`src/rtl/score_display_pkg.sv`:
```
// Shared types and constants for the score overlay.
// The hiscore colour exists only when SCORE_HISCORE_EN is defined.
package score_display_pkg;
  typedef logic [3:0] bcd_t;

  localparam int GLYPH_W = 8;
  localparam int GLYPH_H = 8;

  // Channel 0 is the leftmost byte of the packed constant.
  localparam logic [0:2][7:0] SCORE_COLOR = {8'hFF, 8'hFF, 8'hFF};
`ifdef SCORE_HISCORE_EN
  localparam logic [0:2][7:0] HISCORE_COLOR = {8'h00, 8'hFF, 8'hFF};
`endif

  typedef enum logic [1:0] {
    ST_PLAY  = 2'd0,
    ST_OVER  = 2'd1,
    ST_CLEAR = 2'd2
  } state_t;
endpackage

```
`src/rtl/digit_font_rom.sv`:
```
// 8x8 digit glyphs for 0-9; row 0 is the top line and bit 7 the leftmost pixel.
// Codes A-F are blank.
module digit_font_rom
  import score_display_pkg::*;
(
  input  bcd_t       digit,
  input  logic [2:0] row,
  output logic [7:0] row_bits
);
  logic [63:0] glyph;

  always_comb begin
    glyph = '0;
    case (digit)
      4'd0:    glyph = 64'h3C666E7666663C00;
      4'd1:    glyph = 64'h1838181818187E00;
      4'd2:    glyph = 64'h3C66060C30607E00;
      4'd3:    glyph = 64'h3C66061C06663C00;
      4'd4:    glyph = 64'h0C1C3C6C7E0C0C00;
      4'd5:    glyph = 64'h7E607C0606663C00;
      4'd6:    glyph = 64'h3C607C6666663C00;
      4'd7:    glyph = 64'h7E060C1830303000;
      4'd8:    glyph = 64'h3C66663C66663C00;
      4'd9:    glyph = 64'h3C66663E060C3800;
      default: glyph = '0;
    endcase
    row_bits = glyph[{~row, 3'b000} +: 8];
  end
endmodule

```
`src/rtl/score_display.sv`:
```
// Kill counter with saturating BCD score and a scaled-glyph overlay layer.
// Define SCORE_HISCORE_EN to add a high-score register, port and second row.
module score_display
  import score_display_pkg::*;
#(
  parameter int SCORE_X        = 16,
  parameter int SCORE_Y        = 16,
  parameter int DIGITS         = 4,
  parameter int SCALE_LOG2     = 1,
  parameter int POINTS_PER_HIT = 1
) (
  input  logic                    pixel_clk,
  input  logic                    rst,
  input  logic                    fsync,
  input  logic signed [11:0]      hpos,
  input  logic signed [11:0]      vpos,
  input  logic                    alien_alive,
  input  logic                    game_over,
  output logic [7:0]              pixel [0:2],
  output logic                    active,
  output logic [DIGITS*4-1:0]     score,
`ifdef SCORE_HISCORE_EN
  output logic [DIGITS*4-1:0]     hiscore,
`endif
  output state_t                  dbg_state
);
  localparam int W       = DIGITS * 4;
  localparam int FIELD_W = (DIGITS * GLYPH_W) << SCALE_LOG2;
  localparam int FIELD_H = GLYPH_H << SCALE_LOG2;
  localparam logic [W-1:0] ALL_NINES = {DIGITS{4'h9}};

  state_t         state_q, state_d;
  logic           alive_q, alive_d;
  logic [W-1:0]   score_q, score_d;
  logic [W-1:0]   disp_q, disp_d;
  logic [W-1:0]   sum;
  logic           sat;
  logic           kill;

  // Slot 0 is the leftmost (most significant) digit on screen.
  function automatic bcd_t pick_digit(input logic [W-1:0] val, input int slot);
    pick_digit = '0;
    for (int i = 0; i < DIGITS; i++) begin
      if (slot == DIGITS - 1 - i) pick_digit = val[i*4 +: 4];
    end
  endfunction

  always_comb begin : bcd_add
    logic [4:0] acc;
    logic [3:0] carry;
    acc   = '0;
    carry = 4'(POINTS_PER_HIT);
    sum   = '0;
    for (int i = 0; i < DIGITS; i++) begin
      acc = {1'b0, score_q[i*4 +: 4]} + {1'b0, carry};
      if (acc > 5'd9) begin
        sum[i*4 +: 4] = 4'(acc - 5'd10);
        carry         = 4'd1;
      end else begin
        sum[i*4 +: 4] = acc[3:0];
        carry         = 4'd0;
      end
    end
    sat = (carry != 4'd0);
  end

  always_comb begin
    state_d = state_q;
    score_d = score_q;
    disp_d  = disp_q;
    alive_d = alien_alive;
    // A kill racing game_over, or landing in OVER/CLEAR, is dropped.
    kill = alive_q & ~alien_alive & ~game_over & (state_q == ST_PLAY);
    case (state_q)
      ST_PLAY:  if (game_over) state_d = ST_OVER;
      ST_OVER:  if (!game_over) state_d = ST_CLEAR;
      ST_CLEAR: state_d = ST_PLAY;
      default:  state_d = ST_PLAY;
    endcase
    if (state_q == ST_CLEAR) score_d = '0;
    else if (kill)           score_d = sat ? ALL_NINES : sum;
    if (fsync) disp_d = score_q;
  end

  always_ff @(posedge pixel_clk) begin
    if (rst) begin
      state_q <= ST_PLAY;
      alive_q <= 1'b1;
      score_q <= '0;
      disp_q  <= '0;
    end else begin
      state_q <= state_d;
      alive_q <= alive_d;
      score_q <= score_d;
      disp_q  <= disp_d;
    end
  end

  assign score     = score_q;
  assign dbg_state = state_q;

  // Score row geometry; offsets are widened so negative positions stay negative.
  logic signed [13:0] dx, dy;
  logic               in_field, score_lit;
  bcd_t               score_digit;
  logic [7:0]         score_bits;

  assign dx = {{2{hpos[11]}}, hpos} - 14'(SCORE_X);
  assign dy = {{2{vpos[11]}}, vpos} - 14'(SCORE_Y);
  assign in_field = !dx[13] && (dx[12:0] < 13'(FIELD_W)) &&
                    !dy[13] && (dy[12:0] < 13'(FIELD_H));
  assign score_digit = pick_digit(disp_q, int'(dx[12:SCALE_LOG2+3]));

  digit_font_rom u_score_rom (
    .digit    (score_digit),
    .row      (dy[SCALE_LOG2 +: 3]),
    .row_bits (score_bits)
  );

  assign score_lit = in_field & score_bits[~dx[SCALE_LOG2 +: 3]];

`ifdef SCORE_HISCORE_EN
  localparam int HI_Y = SCORE_Y + FIELD_H + 2;

  logic [W-1:0]       hiscore_q, hiscore_d;
  logic signed [13:0] hy;
  logic               in_hi, hi_lit;
  bcd_t               hi_digit;
  logic [7:0]         hi_bits;

  // Packed BCD of equal width orders the same as its decimal value.
  always_comb begin
    hiscore_d = hiscore_q;
    if (state_q == ST_PLAY && game_over && score_q > hiscore_q) hiscore_d = score_q;
  end

  always_ff @(posedge pixel_clk) begin
    if (rst) hiscore_q <= '0;
    else     hiscore_q <= hiscore_d;
  end

  assign hiscore = hiscore_q;
  assign hy = {{2{vpos[11]}}, vpos} - 14'(HI_Y);
  assign in_hi = !dx[13] && (dx[12:0] < 13'(FIELD_W)) &&
                 !hy[13] && (hy[12:0] < 13'(FIELD_H));
  assign hi_digit = pick_digit(hiscore_q, int'(dx[12:SCALE_LOG2+3]));

  digit_font_rom u_hi_rom (
    .digit    (hi_digit),
    .row      (hy[SCALE_LOG2 +: 3]),
    .row_bits (hi_bits)
  );

  assign hi_lit = in_hi & hi_bits[~dx[SCALE_LOG2 +: 3]];
`endif

  always_comb begin
    active = 1'b0;
    for (int c = 0; c < 3; c++) pixel[c] = 8'h00;
    if (!rst && score_lit) begin
      active = 1'b1;
      for (int c = 0; c < 3; c++) pixel[c] = SCORE_COLOR[c];
    end
`ifdef SCORE_HISCORE_EN
    else if (!rst && hi_lit) begin
      active = 1'b1;
      for (int c = 0; c < 3; c++) pixel[c] = HISCORE_COLOR[c];
    end
`endif
  end
endmodule

```
`config.mk`:
```
export PLATFORM = sky130hd
export DESIGN_NAME = score_display
export DESIGN_NICKNAME = d
export VERILOG_FILES = /design/src/rtl/score_display_pkg.sv /design/src/rtl/digit_font_rom.sv /design/src/rtl/score_display.sv
export SDC_FILE = /design/constraint.sdc
export NUM_CORES = 1
export LEC_CHECK = 0
export BUFFER_PORTS_ARGS = -buffer_cell sky130_fd_sc_hd__buf_2
export CAP_MARGIN = 30
export CORE_MARGIN = 2
export CORE_UTILIZATION = 50
export CTS_CLUSTER_DIAMETER = 80
export DETAILED_ROUTE_END_ITERATION = 8
export PLACE_DENSITY = 0.88
export SLEW_MARGIN = 0
export SYNTH_ARGS = -nofsm -noshare
export SYNTH_HDL_FRONTEND = slang
export SYNTH_HIERARCHICAL = 1
export SYNTH_SLANG_ARGS = --single-unit
```
`constraint.sdc`:
```
create_clock -name pixel_clk -period 7.8 [get_ports pixel_clk]
set_input_delay 1.56 -clock pixel_clk [delete_from_list [all_inputs] [get_ports pixel_clk]]
set_output_delay 1.56 -clock pixel_clk [all_outputs]
set_load 0.05 [all_outputs]
```
After elaboration in Yosys (flattened, before gate mapping)

Memories as Yosys holds them, arrays and structs flattened.
Cells that the tools add are included.

Output and inout port bits: 43
Memories kept: 1
Bits in read-only memories: 672
Bits in registers: 35

Reductions and logical operators: 12
$lt $le $gt $ge: 7
Shifts and indexed selects: 1
Bitwise logic cells: 8
Equality and inequality tests: 7
Muxes and demuxes: 20
Add/subtract/negate cells: 10

Memories:

| memory          | words | width | read ports | clocked after memory_dff | write ports | RTL line             | text |
|---|---|---|---|---|---|---|---|
| (no name shown) | 16    | 42    | 1          | 0                        | 0           | digit_font_rom.sv:14 | `case (digit)` |

Operators by type and width:

| operator                | count |
|---|---|
| $shiftx A64 B7 Y8       | 1 |
| $mux W4                 | 8 |
| $sub A12 B6 Y13 const B | 2 |
| $mux W24                | 1 |
| $gt A5 B4 Y1 const B    | 4 |
| $eq A9 B3 Y1 const B    | 2 |
| $mux W16                | 1 |
| $sub A4 B4 Y4 const B   | 4 |
| $add A4 B1 Y5           | 3 |
| $lt A13 B5 Y1 const B   | 1 |
| $lt A13 B7 Y1 const B   | 1 |
| $eq A9 B2 Y1 const B    | 1 |
| $logic_not A9 Y1        | 1 |
| $mux W1                 | 6 |
| $not A3 Y3              | 2 |
| $add A4 B1 Y5 const B   | 1 |
| $and A1 B1 Y1           | 4 |
| $logic_and A1 B1 Y1     | 4 |
| $lt A3 B4 Y1 const B    | 1 |
| $mux W2                 | 2 |
| $ne A2 B2 Y1 const B    | 2 |
| $pmux W2 S2             | 1 |
| $reduce_bool A4 Y1      | 1 |
| $bmux W1 S3             | 1 |
| other kinds (7)         | 10 |

Longest topological paths before layout

Depth in word-level cells: 14
Gate-level depth with buffers: 26

Cells and area by module

The synthesis kept the hierarchy.

By module, submodules not included:

| module         | cells an instance | area an instance (µm²) | times used | seq. area each (µm²) |
|---|---|---|---|---|
| score_display  | 290               | 2448.6                 | 1          | 700.7 |
| digit_font_rom | 127               | 803.3                  | 1          | 0.0 |

Least setup slack after synthesis

OpenSTA, ideal clock, no wires.

Path kind: input to output
Start: input hpos[4]
End: output pixel[0] in the netlist's numbering
Slack: -1729 ps
Data arrival time: 7969 ps
Stages on the path: 16
Path through: clkbuf_1 > nor2b_1 > a22oi_1 > o22ai_1 > o311a_1 > inv_1 > ha_1 > nor2b_1 > o21bai_1 > a2111oi_0 > nor2_1 > a21oi_1 > mux4_2 > mux2i_1 > nor4_1 > buf_4

RTL lines:

| what        | RTL line            | text |
|---|---|---|
| from (decl) | score_display.sv:15 | `input logic signed [11:0] hpos,` |
| to (decl)   | score_display.sv:19 | `output logic [7:0] pixel [0:2],` |

==> impl_metrics.py <==
metrics = {
    "drt": {
        "num_vias": 3201,
        "drt.antenna.violating_nets": 0,
        "drc": 0,
        "drt_iter0_markers": 256,
        "wl_mm": 8.15,
        "wire_per_inst_um": 15.6,
        "routed_via_density": 6.13,
        "dr.pass1.iters": 7,
    },
    "timing": {
        "relSlewSlack": 0.455,
        "max_freq_mhz": 138,
        "drv_slew": 0,
        "whs_ps": 497,
        "tns_ps": 0,
        "fin_skew_ps": 6.85,
        "min_period_ps": 7230,
        "tightest_slew_ps": 817,
        "fin_crit_sh": 0.927,
        "finalHoldViolCount": 0,
        "rsz0062_at_grt": "false",
        "finalSetupViolations": 0,
    },
    "clocking": {
        "cts_resized": 0,
        "clk_latency_ps": 290,
        "cts.clk_slew.worst_paths_ps": 70,
        "cts_made_buffers": 5,
        "post-cts-setup-buffer-count": 0,
        "cts_sinks": 35,
        "cts_tree": "yes",
        "htree_num_levels": 2,
        "clockRootBuffer": "clkbuf_8",
        "cts_hold_buf": 0,
        "cts_buffer_depth": 2,
    },
    "worst_hold_path": {
        "hold_start": "disp_q[4]",
        "hold_end": "disp_q[4]",
        "hold_depth": 2,
        "min_path_type": "reg -> reg",
    },
    "global_routing": {
        "grt_pass1_vias": 2761,
        "grt_max_degree": 28,
        "track_usage": 0.213,
        "antenna_found_initial": 0,
        "grt_pass1_wl_mm": 12.8,
        "overflow": 0,
    },
    "cells_and_area": {
        "syn_to_final_growth_pct": 8.31,
        "nets": 490,
        "stdcell_area_um2": 3520,
        "utilization": 0.558,
        "nFillCells": 565,
        "antenna_cells": 0,
        "drive_gt1_frac": 0.220,
    },
    "synthesis": {
        "ys_ff_latch": 35,
        "yosys.area_share.simple": 0.213,
        "yosysTopAreaCell": "dfxtp_1",
        "avgSynthCellArea_um2": 7.80,
        "ys_types": 68,
        "synth_area_um2": 3250,
        "synth-seq-area-share": 0.215,
        "synth_mux_area_frac": 0.0727,
        "synth_cells": 417,
        "synth.area.top_cells": "dfxtp_1 (22%), ha_1 (6.5%), buf_4 (6.5%), mux2i_1 (5.5%), nor2_1 (4.7%)",
        "ys.flop_type": "dfxtp_1",
        "yosysWarningCount": 6,
        "yosys.area_share.adder": 0.0654,
        "synth.top_cell.area_share": 0.215,
        "synth_edf_count": 0,
        "synth_compound_area_frac": 0.279,
        "synth_top_family_by_area": "compound AO/OA/AOI/OAI gates",
        "async_flop_share": 0,
        "synth-xor-area-share": 0.0296,
    },
    "power_and_ir_drop": {
        "total_leakage_power_uw": 0.00143,
        "combPwrFrac": 0.190,
        "swShare": 0.289,
        "powerDensity_nw_per_um2": 117,
        "p_switching_uw": 119,
        "ir_drop_uv": 97.6,
        "power_frac_seq": 0.458,
        "p_int_uw": 294,
        "clock_power_share": 0.352,
    },
    "setup_path": {
        "r2r-end": "score[12]",
        "worstPathMaxFanout": 13,
        "required_ps": 6240,
        "crit_type": "in -> out",
        "ff2ff_path_depth": 24,
        "start_kind": "input port",
        "crit_path_end_kind": "output pin",
        "rrSetupSlack_ps": 1890,
        "crit_arrival_ps": 5670,
        "rr_startpoint": "score[0]",
    },
    "place": {
        "place.detailed.hpwl_mm": 5.77,
        "gp_congestion": 0.929,
        "portBuffers": 69,
        "place_area_um2": 3400,
    },
    "floorplan": {
        "die_w_um": 84.6,
        "die_h_um": 84.6,
        "pin_count": 72,
        "core-area_um2": 6310,
        "rows": 29,
        "start_util": 0.515,
        "fp.dieArea_um2": 7160,
    },
    "run": {
        "cap_viol_max_count": 0,
    },
    "status": {
        "outcome": "finished clean",
    },
}
## state kept, by name (all words and copies together), names as in the netlist
signal     cells
score         16
alive_q        1
disp_q        16
dbg_state      2
## stage by stage
stage / setup slack [ps] / instances / power [uW]
6_report: 569 / 522 / 413
4_1_cts: 273 / 521 / 411
3_5_place_dp: 286 / 513 / 269
5_1_grt: 64.6 / 522 / 427
3_3_place_gp: 442 / 512 / 266
2_1_floorplan: 462 / 418 / 249
## layout make-up
cell class	instances	area (um2)	share of cell area
Inverter	16	60.1	0.0171
Timing Repair Buffer	73	375	0.107
Clock buffer	8	100	0.0284
Tap cell	77	96.3	0.0274
Sequential cell	35	701	0.199
Multi-Input combinational cell	313	2190	0.622
## kinds of logic after synthesis
logic type | count (synthesis)
DFF | 35
muxes | 21
and+or+nand+nor | 135
xor gates and xnor gates | 11
other | 1
adders and majority gates | 17
AOI/OAI and AO/OA | 126
buffers and inverters | 71
## layout by cell type (no fill, tap or decap), types with 4 or more instances in the layout
cell type / instances
a31oi_1: 5
a211oi_1: 5
o21ai_0: 21
buf_4: 4
o21bai_1: 4
nor3_1: 7
o21ai_1: 6
nor2b_1: 11
nor3b_1: 5
a22oi_1: 6
ha_1: 17
nand3b_1: 6
mux2i_1: 18
dfxtp_1: 35
nand2_1: 25
inv_1: 14
buf_2: 69
o311a_1: 5
nor2_1: 41
nand3_1: 11
o31ai_1: 4
a21oi_1: 26
xnor2_1: 9
nand2b_1: 11
clkbuf_8: 7
o22ai_1: 5
## per-layer routing
layer	up-vias	GRT usage	wire length, um
li1	1557	-	-
met1	1469	0.261	3360
met2	151	0.376	4070
met3	24	0.0275	531
met4	0	0.0851	193
met5	-	0	0
## synth_stat cells, types with 6 or more instances
| master | n |
|---|---|
| buf_2 | 6 |
| nor2b_1 | 11 |
| nor3_1 | 7 |
| a22oi_1 | 6 |
| o21ai_0 | 21 |
| ha_1 | 17 |
| inv_1 | 14 |
| xnor2_1 | 9 |
| nand2_1 | 25 |
| mux2i_1 | 18 |
| nand3_1 | 11 |
| nor2_1 | 41 |
| dfxtp_1 | 35 |
| o21ai_1 | 6 |
| clkbuf_1 | 18 |
| nand3b_1 | 6 |
| nand2b_1 | 11 |
| a21oi_1 | 26 |
| buf_4 | 28 |
## power groups by stage
stage | logic, uW | registers (uW) | clock network (uW)
after floorplan | 49.6 | 199 | 0
after global placement | 73.4 | 193 | 0
after detailed placement | 75.7 | 193 | 0
after CTS | 76.1 | 189 | 146
after global routing | 84.7 | 189 | 153
final | 78.4 | 189 | 145
## worst max-delay path, stage by stage
cell and delay (ps):
buf_2 100, nor3_1 300, nand3b_1 290, o22ai_1 210
o311a_1 350, inv_1 180, ha_1 440, nor2b_1 190
o21bai_1 180, a2111oi_0 410, nor2_1 100, a21oi_1 160
mux4_2 250, mux2i_1 160, nor4_4 420, buf_2 360
## worst max-delay path by stage
stage               startpoint         to  slack, ps  cells past startpoint
global placement       hpos[8]   pixel[0]        440                     16
global route           hpos[8]   pixel[6]         60                     16
detailed placement     hpos[8]  pixel[20]        290                     16
finish                 hpos[8]   pixel[1]        570                     16
CTS                    hpos[8]  pixel[20]        270                     16
floorplan              hpos[4]   pixel[0]        460                     16
No activity file was read; power rests on OpenSTA's default activity.
